[config.mk]
export PLATFORM = sky130hd
export DESIGN_NAME = eth_measurer_responder
export DESIGN_NICKNAME = d
export VERILOG_FILES = /design/src/rtl/eth_measurer_responder.sv
export SDC_FILE = /design/constraint.sdc
export NUM_CORES = 1
export LEC_CHECK = 0
export ABC_AREA = 1
export CAP_MARGIN = 20
export CELL_PAD_IN_SITES_DETAIL_PLACEMENT = 0
export CELL_PAD_IN_SITES_GLOBAL_PLACEMENT = 1
export CORE_ASPECT_RATIO = 2
export CORE_MARGIN = 2
export CORE_UTILIZATION = 31
export CTS_CLUSTER_SIZE = 12
export DETAILED_ROUTE_END_ITERATION = 10
export PLACE_DENSITY_LB_ADDON = 0.1
export SLEW_MARGIN = 0
export SYNTH_ARGS = -nofsm -noshare
export SYNTH_HDL_FRONTEND = slang
export SYNTH_SLANG_ARGS = --single-unit
[constraint.sdc]
create_clock -name clk -period 2.5 [get_ports clk]
set_input_delay 0.25 -clock clk [delete_from_list [all_inputs] [get_ports clk]]
set_output_delay 0.25 -clock clk [all_outputs]
set_load 0.05 [all_outputs]
[src/rtl/eth_measurer_responder.sv]
// eth_measurer_responder
//
// Standalone pong responder. It watches one TEMAC RX byte stream for ping
// frames addressed to this interface and answers each one on the same TEMAC's
// TX stream. The pong echoes the ping's ping_id and has the same length,
// capped at 1514 bytes, so the remote measurer sees a symmetric round trip.
//
// Frame layout (byte index, all fields big-endian / MSB first):
//   0-5 dst MAC, 6-11 src MAC, 12-13 ethertype, 14-17 identifier,
//   18-25 ping_id, 26.. padding.
//
// Ports
//   clk, rst_n           single clock, asynchronous active-low reset
//   enable               1: answer pings, 0: discard RX frames (sampled at byte 0)
//   s_axis_*             RX byte stream from TEMAC, no backpressure
//   m_axis_*             TX byte stream to TEMAC
//   pongs_sent           pongs fully transmitted (wraps)
//   pings_dropped        valid pings discarded because TX was busy (wraps)
//
// TX handshake: a beat transfers on a rising edge where m_axis_tvalid and
// m_axis_tready are both high. Once tvalid is raised it stays high, and
// tdata/tlast hold their value, until that beat transfers.

module eth_measurer_responder #(
    parameter logic [47:0] local_mac  = 48'h02_00_00_00_00_02,
    parameter logic [31:0] identifier = 32'h5A424E54,
    parameter logic [15:0] ethertype  = 16'h88B5
) (
    input  logic        clk,
    input  logic        rst_n,
    input  logic        enable,
    input  logic [7:0]  s_axis_tdata,
    input  logic        s_axis_tkeep,
    input  logic        s_axis_tlast,
    input  logic        s_axis_tuser,
    input  logic        s_axis_tvalid,
    output logic [7:0]  m_axis_tdata,
    output logic        m_axis_tkeep,
    output logic        m_axis_tlast,
    output logic        m_axis_tvalid,
    input  logic        m_axis_tready,
    output logic [31:0] pongs_sent,
    output logic [31:0] pings_dropped
);

    typedef enum logic [1:0] {
        RX_HDR  = 2'd0,
        RX_PAD  = 2'd1,
        RX_DROP = 2'd2
    } rx_state_e;

    typedef enum logic {
        TX_IDLE = 1'b0,
        TX_SEND = 1'b1
    } tx_state_e;

    localparam logic [10:0] max_pong_len = 11'd1514;

    // Reference header for RX comparison; the src MAC and ping_id slots are
    // don't-care and are masked out by rx_must_match.
    localparam logic [207:0] rx_ref_hdr = {local_mac, 48'h0, ethertype, identifier, 64'h0};

    // Byte idx (0..25) of a 26-byte header vector, MSB byte first.
    function automatic logic [7:0] hdr_byte(input logic [207:0] hdr, input logic [4:0] idx);
        logic [7:0] r;
        r = 8'h00;
        for (int b = 0; b < 26; b++) begin
            if (idx == b[4:0]) begin
                r = hdr[8*(25-b) +: 8];
            end
        end
        return r;
    endfunction

    // ------------------------------------------------------------------
    // State
    // ------------------------------------------------------------------
    rx_state_e   rx_state_q, rx_state_d;
    logic [15:0] rx_len_q, rx_len_d;
    logic [47:0] rx_peer_q, rx_peer_d;
    logic [63:0] rx_id_q, rx_id_d;

    tx_state_e   tx_state_q, tx_state_d;
    logic [10:0] tx_idx_q, tx_idx_d;
    logic [10:0] tx_len_q, tx_len_d;
    logic [47:0] tx_peer_q, tx_peer_d;
    logic [63:0] tx_id_q, tx_id_d;

    logic [31:0] pongs_sent_q, pongs_sent_d;
    logic [31:0] pings_dropped_q, pings_dropped_d;

    // ------------------------------------------------------------------
    // RX parser
    // ------------------------------------------------------------------
    logic        rx_beat;
    logic [15:0] rx_len_inc;
    logic        rx_must_match;
    logic        rx_byte_ok;
    logic        ping_valid;
    logic [10:0] ping_pong_len;

    always_comb begin
        rx_state_d    = rx_state_q;
        rx_len_d      = rx_len_q;
        rx_peer_d     = rx_peer_q;
        rx_id_d       = rx_id_q;
        ping_valid    = 1'b0;

        rx_beat       = s_axis_tvalid & s_axis_tkeep;
        rx_len_inc    = (rx_len_q == 16'hFFFF) ? rx_len_q : rx_len_q + 16'd1;
        rx_must_match = (rx_len_q < 16'd6) ||
                        ((rx_len_q >= 16'd12) && (rx_len_q < 16'd18));
        rx_byte_ok    = (s_axis_tdata == hdr_byte(rx_ref_hdr, rx_len_q[4:0]));
        // rx_len_inc already includes the current (tlast) byte.
        ping_pong_len = (rx_len_inc > 16'd1514) ? max_pong_len : rx_len_inc[10:0];

        if (rx_beat) begin
            rx_len_d = s_axis_tlast ? 16'd0 : rx_len_inc;
            unique case (rx_state_q)
                RX_HDR: begin
                    if ((rx_len_q >= 16'd6) && (rx_len_q < 16'd12)) begin
                        rx_peer_d = {rx_peer_q[39:0], s_axis_tdata};
                    end
                    if ((rx_len_q >= 16'd18) && (rx_len_q < 16'd26)) begin
                        rx_id_d = {rx_id_q[55:0], s_axis_tdata};
                    end
                    if (s_axis_tlast) begin
                        // Frame ended inside the header: only a frame that
                        // ends exactly on byte 25 is a complete ping.
                        rx_state_d = RX_HDR;
                        ping_valid = (rx_len_q == 16'd25) && !s_axis_tuser;
                    end else if (((rx_len_q == 16'd0) && !enable) ||
                                 (rx_must_match && !rx_byte_ok)) begin
                        rx_state_d = RX_DROP;
                    end else if (rx_len_q == 16'd25) begin
                        rx_state_d = RX_PAD;
                    end
                end
                RX_PAD: begin
                    if (s_axis_tlast) begin
                        rx_state_d = RX_HDR;
                        ping_valid = !s_axis_tuser;
                    end
                end
                RX_DROP: begin
                    if (s_axis_tlast) begin
                        rx_state_d = RX_HDR;
                    end
                end
                default: begin
                    rx_state_d = RX_HDR;
                    rx_len_d   = 16'd0;
                end
            endcase
        end
    end

    // ------------------------------------------------------------------
    // TX generator
    // ------------------------------------------------------------------
    logic         tx_fire;
    logic         tx_at_last;
    logic         tx_final_hs;
    logic         tx_can_latch;
    logic [207:0] tx_hdr;

    always_comb begin
        tx_state_d      = tx_state_q;
        tx_idx_d        = tx_idx_q;
        tx_len_d        = tx_len_q;
        tx_peer_d       = tx_peer_q;
        tx_id_d         = tx_id_q;
        pongs_sent_d    = pongs_sent_q;
        pings_dropped_d = pings_dropped_q;

        tx_fire      = (tx_state_q == TX_SEND) && m_axis_tready;
        tx_at_last   = (tx_idx_q == (tx_len_q - 11'd1));
        tx_final_hs  = tx_fire && tx_at_last;
        // A new ping can be accepted when idle or when the current pong's
        // last byte leaves this very cycle (back-to-back, no idle gap).
        tx_can_latch = (tx_state_q == TX_IDLE) || tx_final_hs;

        if (tx_fire) begin
            if (tx_at_last) begin
                pongs_sent_d = pongs_sent_q + 32'd1;
                tx_state_d   = TX_IDLE;
                tx_idx_d     = 11'd0;
            end else begin
                tx_idx_d = tx_idx_q + 11'd1;
            end
        end

        if (ping_valid) begin
            if (tx_can_latch) begin
                tx_state_d = TX_SEND;
                tx_idx_d   = 11'd0;
                tx_len_d   = ping_pong_len;
                tx_peer_d  = rx_peer_d;
                tx_id_d    = rx_id_d;
            end else begin
                pings_dropped_d = pings_dropped_q + 32'd1;
            end
        end
    end

    assign tx_hdr = {tx_peer_q, local_mac, ethertype, identifier, tx_id_q};

    always_comb begin
        m_axis_tvalid = (tx_state_q == TX_SEND);
        m_axis_tkeep  = m_axis_tvalid;
        m_axis_tlast  = m_axis_tvalid && tx_at_last;
        m_axis_tdata  = 8'h00;
        if (m_axis_tvalid && (tx_idx_q < 11'd26)) begin
            m_axis_tdata = hdr_byte(tx_hdr, tx_idx_q[4:0]);
        end
    end

    assign pongs_sent    = pongs_sent_q;
    assign pings_dropped = pings_dropped_q;

    // ------------------------------------------------------------------
    // Registers
    // ------------------------------------------------------------------
    always_ff @(posedge clk or negedge rst_n) begin
        if (!rst_n) begin
            rx_state_q      <= RX_HDR;
            rx_len_q        <= 16'd0;
            rx_peer_q       <= 48'd0;
            rx_id_q         <= 64'd0;
            tx_state_q      <= TX_IDLE;
            tx_idx_q        <= 11'd0;
            tx_len_q        <= 11'd0;
            tx_peer_q       <= 48'd0;
            tx_id_q         <= 64'd0;
            pongs_sent_q    <= 32'd0;
            pings_dropped_q <= 32'd0;
        end else begin
            rx_state_q      <= rx_state_d;
            rx_len_q        <= rx_len_d;
            rx_peer_q       <= rx_peer_d;
            rx_id_q         <= rx_id_d;
            tx_state_q      <= tx_state_d;
            tx_idx_q        <= tx_idx_d;
            tx_len_q        <= tx_len_d;
            tx_peer_q       <= tx_peer_d;
            tx_id_q         <= tx_id_d;
            pongs_sent_q    <= pongs_sent_d;
            pings_dropped_q <= pings_dropped_d;
        end
    end

endmodule

== Word-level counts from Yosys, hierarchy flattened ==
Cells that the tools add are included.

* Output and inout bits: 75
* Input bits: 16
* Logic and storage cells: 192
* Register bits after elaboration: 329

* Mux-type cells: 80
* Order comparisons: 9
* Bitwise operators: 3
* Add/subtract/negate cells: 5
* Reduce and logical (&&, ||, !) cells: 26
* Eq/ne operators: 58

{| class="wikitable"
|+ Operators with widths
! operator !! number
|-
| $mux W8 || 49
|-
| $mux W64 || 3
|-
| $mux W48 || 3
|-
| $eq A5 B5 Y1 const B || 20
|-
| $eq A5 B4 Y1 const B || 16
|-
| $add A32 B1 Y32 const B || 2
|-
| $mux W11 || 5
|-
| $mux W16 || 3
|-
| $eq A5 B3 Y1 const B || 8
|-
| $lt A16 B5 Y1 const B || 2
|-
| $eq A5 B2 Y1 const B || 4
|-
| $add A16 B1 Y16 const B || 1
|-
| $eq A16 B16 Y1 const B || 1
|-
| $eq A16 B5 Y1 const B || 1
|-
| $ge A16 B3 Y1 const B || 1
|-
| $ge A16 B4 Y1 const B || 1
|-
| $ge A16 B5 Y1 const B || 1
|-
| $gt A16 B11 Y1 const B || 1
|-
| $logic_not A16 Y1 || 1
|-
| $lt A16 B3 Y1 const B || 1
|-
| $lt A16 B4 Y1 const B || 1
|-
| $mux W2 || 8
|-
| $add A11 B1 Y11 const B || 1
|-
| $eq A11 B11 Y1 || 1
|-
| other kinds (22) || 46
|}

== Logic depth before layout (Yosys ltp) ==
* Word-level depth: 34
* Mapped depth: 26
* Gate-level depth less buffers: 26

== Worst setup path after synthesis ==
No wires, ideal clock.

* Path kind: register to output
* Start: register tx_idx_q[1]
* End: output port m_axis_tdata[7]
* Arrival: 2839 ps
* Buffers on the path: 1
* Cell stages (with the launch flop): 18
* Path slack: -589 ps
* Path through: dfrtp_1 > inv_1 > ha_1 > nand2_1 > nor2_1 > inv_1 > clkbuf_1 > o21ai_0 > o21ai_0 > nand2_1 > nand2_1 > a21oi_1 > nor2_1 > o21ai_0 > nand2_1 > nand3_1 > nand2_1 > a21oi_1

* Word-level cells in the longest chain between the ends: 28

{| class="wikitable"
|+ Ends and longest elaborated chain
! item !! RTL line !! text
|-
| start: declaration || 84 || <nowiki>logic [10:0] tx_idx_q, tx_idx_d;</nowiki>
|-
| start signal: assignment || 243 || <nowiki>tx_idx_q <= tx_idx_d;</nowiki>
|-
| $logic_not A5 Y1 || 68 || <nowiki>if (idx == b[4:0]) begin</nowiki>
|-
| $mux W8 (26 in a row) || 68 ||
|-
| $mux W8 (*) || 213 || <nowiki>if (m_axis_tvalid && (tx_idx_q < 11'd26)) begin</nowiki>
|-
| end: declaration || 37 || <nowiki>output logic [7:0] m_axis_tdata,</nowiki>
|}

Mark *: on every way between the ends. The rest lies on a longest branch, timed or not.

== Worst setup path in the final report ==
* Start: register tx_idx_q[1]
* End: output port m_axis_tdata[5]

Same word-level chain as after synthesis.

==> results.ini <==
[yosys]
async_flop_share_pct = 100
synth_xor_area_share_pct = 5.03
yosysUniqueCellTypes = 50
ys_ff_latch = 329
synth-warning-count = 0
syn_inst = 2060
mappedNetlistArea_mm2 = 0.0165
yosys.area_share.simple_pct = 25.6
synth_top_family_by_area = simple AND/OR/NAND/NOR gates
synth_mux_area_share_pct = 2.79
synth_fa_ha_area_share_pct = 1.21
synth_compound_area_share_pct = 8.22
synth-edff-count = 0
synth_area_per_cell_um2 = 8.02
yosys_most_used_dff = dfrtp_1
synth.net_count = 2092
ys_seq_area_share_pct = 49.8

[critical_path]
worstSetupStartpointType = flip-flop
critPathMaxFanout = 4
crit_type = flip-flop to output port
timing.rr.start = tx_len_q[0]$_DFFE_PN0P_
crit_start = tx_idx_q[1]$_DFF_PN0_
critPathCaptureType = output port
critPathArrivalTime_ns = 3.15
required_ns = 2.25

[cells_and_area]
design_area_mm2 = 0.0254
mostFrequentLayoutCells = nand2_1 (464), dfrtp_1 (326), buf_4 (261), inv_1 (226), nand2_2 (131)
drive_gt1_share_pct = 36.6
layout_commonest_cell = nand2_1
nFillCells = 5154
final_nets = 2535
synthToLayoutAreaGrowth_pct = 53.6

[routing]
dr.pass1.iters = 8
drtIter0Drc = 730
drc = 18
routed_wl_um = 60600
vias = 15181
wl_per_cell_um = 19.0
vias_per_cell = 4.76
postRouteAntennaNets = 0

[grt]
first_global_vias = 16330
antenna_found_initial = 0
grt_max_degree = 71
grt_overflow = 0
grt_pass1_wl_um = 93400
grt.total_usage_pct = 22.2

[timing]
hold_violations = 0
max_slew.worst_pin.slew_ns = 0.802
rsz0062_at_grt = true
setup_tns_ns = -42.18
setup_viol = 181
drv_slew = 0
maxSlewHeadroom_pct = 46.1
period_minus_slack_ns = 3.40
finalWorstSetupSlack_ns = -0.902
fin_worst_skew_ns = 0.0277
fmax_ghz = 0.294
period_share_pct = 136

[floorplanning]
start_util_pct = 31.4
die-area_mm2 = 0.0553
num_rows = 119
num_io_pins = 91
die_w_um = 167
die_height_um = 331
core-area_mm2 = 0.0527

[placement]
place.gp.congestion = 0.871
dpl.hpwl_um = 41600
pre_cts_ws_ns = -0.568
io_buffers = 90
place_area_mm2 = 0.0206

[clocking]
htreeDepth = 2
cts_tree = done
cts_buffers = 36
clock_path_buffers = 3
root_buffer = clkbuf_16
clock-sinks = 329
clock_latency_ns = 0.55
clk_pin_slew_ns = 0.06

[outcome]
failed_checks = DRC, setup timing
outcome = finished with violations

[power]
leakagePower_nw = 12.3
total_power_mw = 20.0
ir_drop_mv = 0.520
power_density_mw_per_mm2 = 789

[run]
cap_viol_max_count = 0

[worst_hold_path]
hp-class = input pin to asynchronous set/reset pin

==> routing by layer <==
layer / track usage, % / share of wire [%] / vias up
met5: 0 / 0 / -
met4: 9.53 / 4.5 / 0
met3: 2.14 / 2.4 / 110
met2: 46.6 / 59 / 260
met1: 21.4 / 34 / 7392
li1: - / - / 7419
==> layout make-up <==
type                    instances  area (µm²)  area share [%]
multi-input cells            1413        9230            36.4
repair inverters                1        30.0           0.118
repair buffers                469        4930            19.4
clock buffers                  50        1060            4.16
flip-flops and latches        329        8240            32.5
inverters                     253        1010            3.98
diodes                          1        2.50         0.00986
clock inverters                 6        47.5           0.187
well taps                     665         832            3.28
==> timing repair <==
item                       in CTS  in global routing
resized for setup             443                289
setup endpoints to repair     189                206
hold endpoints to repair       59                  0
buffers inserted               69                 31
pin swaps                      84                 95
hold buffers                    1                  0
cloned                         27                  2
==> path summary, 6_finish.rpt <==
path	endpoint	slack, ns	cells past startpoint
worst max-delay path	m_axis_tdata[5]	-0.90	20
worst min-delay path	rx_len_q[15]$_DFFE_PN0P_	0.31	2
worst max register to register	pongs_sent[15]$_DFFE_PN0P_	-0.32	16
worst min register to register	pongs_sent[31]$_DFFE_PN0P_	0.47	1
max in group asynchronous	rx_peer_q[24]$_DFF_PN0_	1.40	3
min in group clk	rx_id_q[5]$_DFF_PN0_	0.40	3
==> flip-flops by register name (all words and copies together), names as in the netlist <==
name	flops
m_axis_tkeep	1
pings_dropped	32
pongs_sent	32
rx_id_q	64
rx_len_q	16
rx_peer_q	48
rx_state_q	2
tx_id_q	64
tx_idx_q	11
tx_len_q	11
tx_peer_q	48
==> cells in the mapped netlist (5+ instances only) <==
library cell	instances	area [µm²]
a21oi_1	24	120
a22oi_1	6	45.0
buf_2	6	30.0
clkbuf_1	53	199
dfrtp_1	329	8230
ha_1	16	200
inv_1	248	931
mux2_2	41	462
nand2_1	674	2530
nand3_1	80	400
nand4_1	26	163
nor2_1	142	533
nor3_1	39	195
nor3b_1	5	37.5
nor4_1	17	106
o2111ai_1	6	52.6
o21ai_0	184	921
o22ai_1	12	75.1
or2_2	7	43.8
xnor2_1	29	254
xor2_1	64	561
==> power breakdown <==
| part | switching, mW | leakage (nW) | internal [mW] |
|---|---|---|---|
| Combinational | 3.96 | 7.74 | 3.24 |
| Clock | 2.28 | 0.541 | 2.94 |
| Sequential | 1.08 | 4.06 | 6.52 |
==> cells by family (layout without fill, tap and decap cells) <==
logic type,Yosys count,in the layout
buf+inv,318,779
other cells,0,1
simple gates,1012,1012
fa+ha+maj,16,16
xor+xnor,94,94
mux,41,41
compound gates,250,250
flops,329,329
==> through the flow <==
| step | util, % | cells | hold WS (ns) |
|---|---|---|---|
| 4_1_cts | 46.2 | 3178 | 0.318 |
| 3_5_place_dp | 39.1 | 3033 | 0.299 |
| 3_3_place_gp | 39.1 | 3033 | 0.305 |
| 6_report | 48.1 | 3187 | 0.308 |
| 5_1_grt | 48.1 | 3186 | 0.356 |
| 2_1_floorplan | - | 2060 | -0.0456 |
==> critical path: stages, from the launching register on <==
cell and delay [ns]:
dfrtp_2 0.47, inv_4 0.10, ha_4 0.16, nand2_4 0.06, nor2_4 0.17, buf_6 0.14
nand3_4 0.06, o21ai_2 0.07, nor2_1 0.05, o22ai_1 0.14, nor2_1 0.06, o21ai_1 0.17
nand2_1 0.09, a21oi_2 0.14, nor2_2 0.06, o21ai_2 0.15, nand2_1 0.08, nand2_1 0.07
a21oi_2 0.06, nor2_4 0.12, buf_8 0.16
Power figures use the tool's default switching activity.
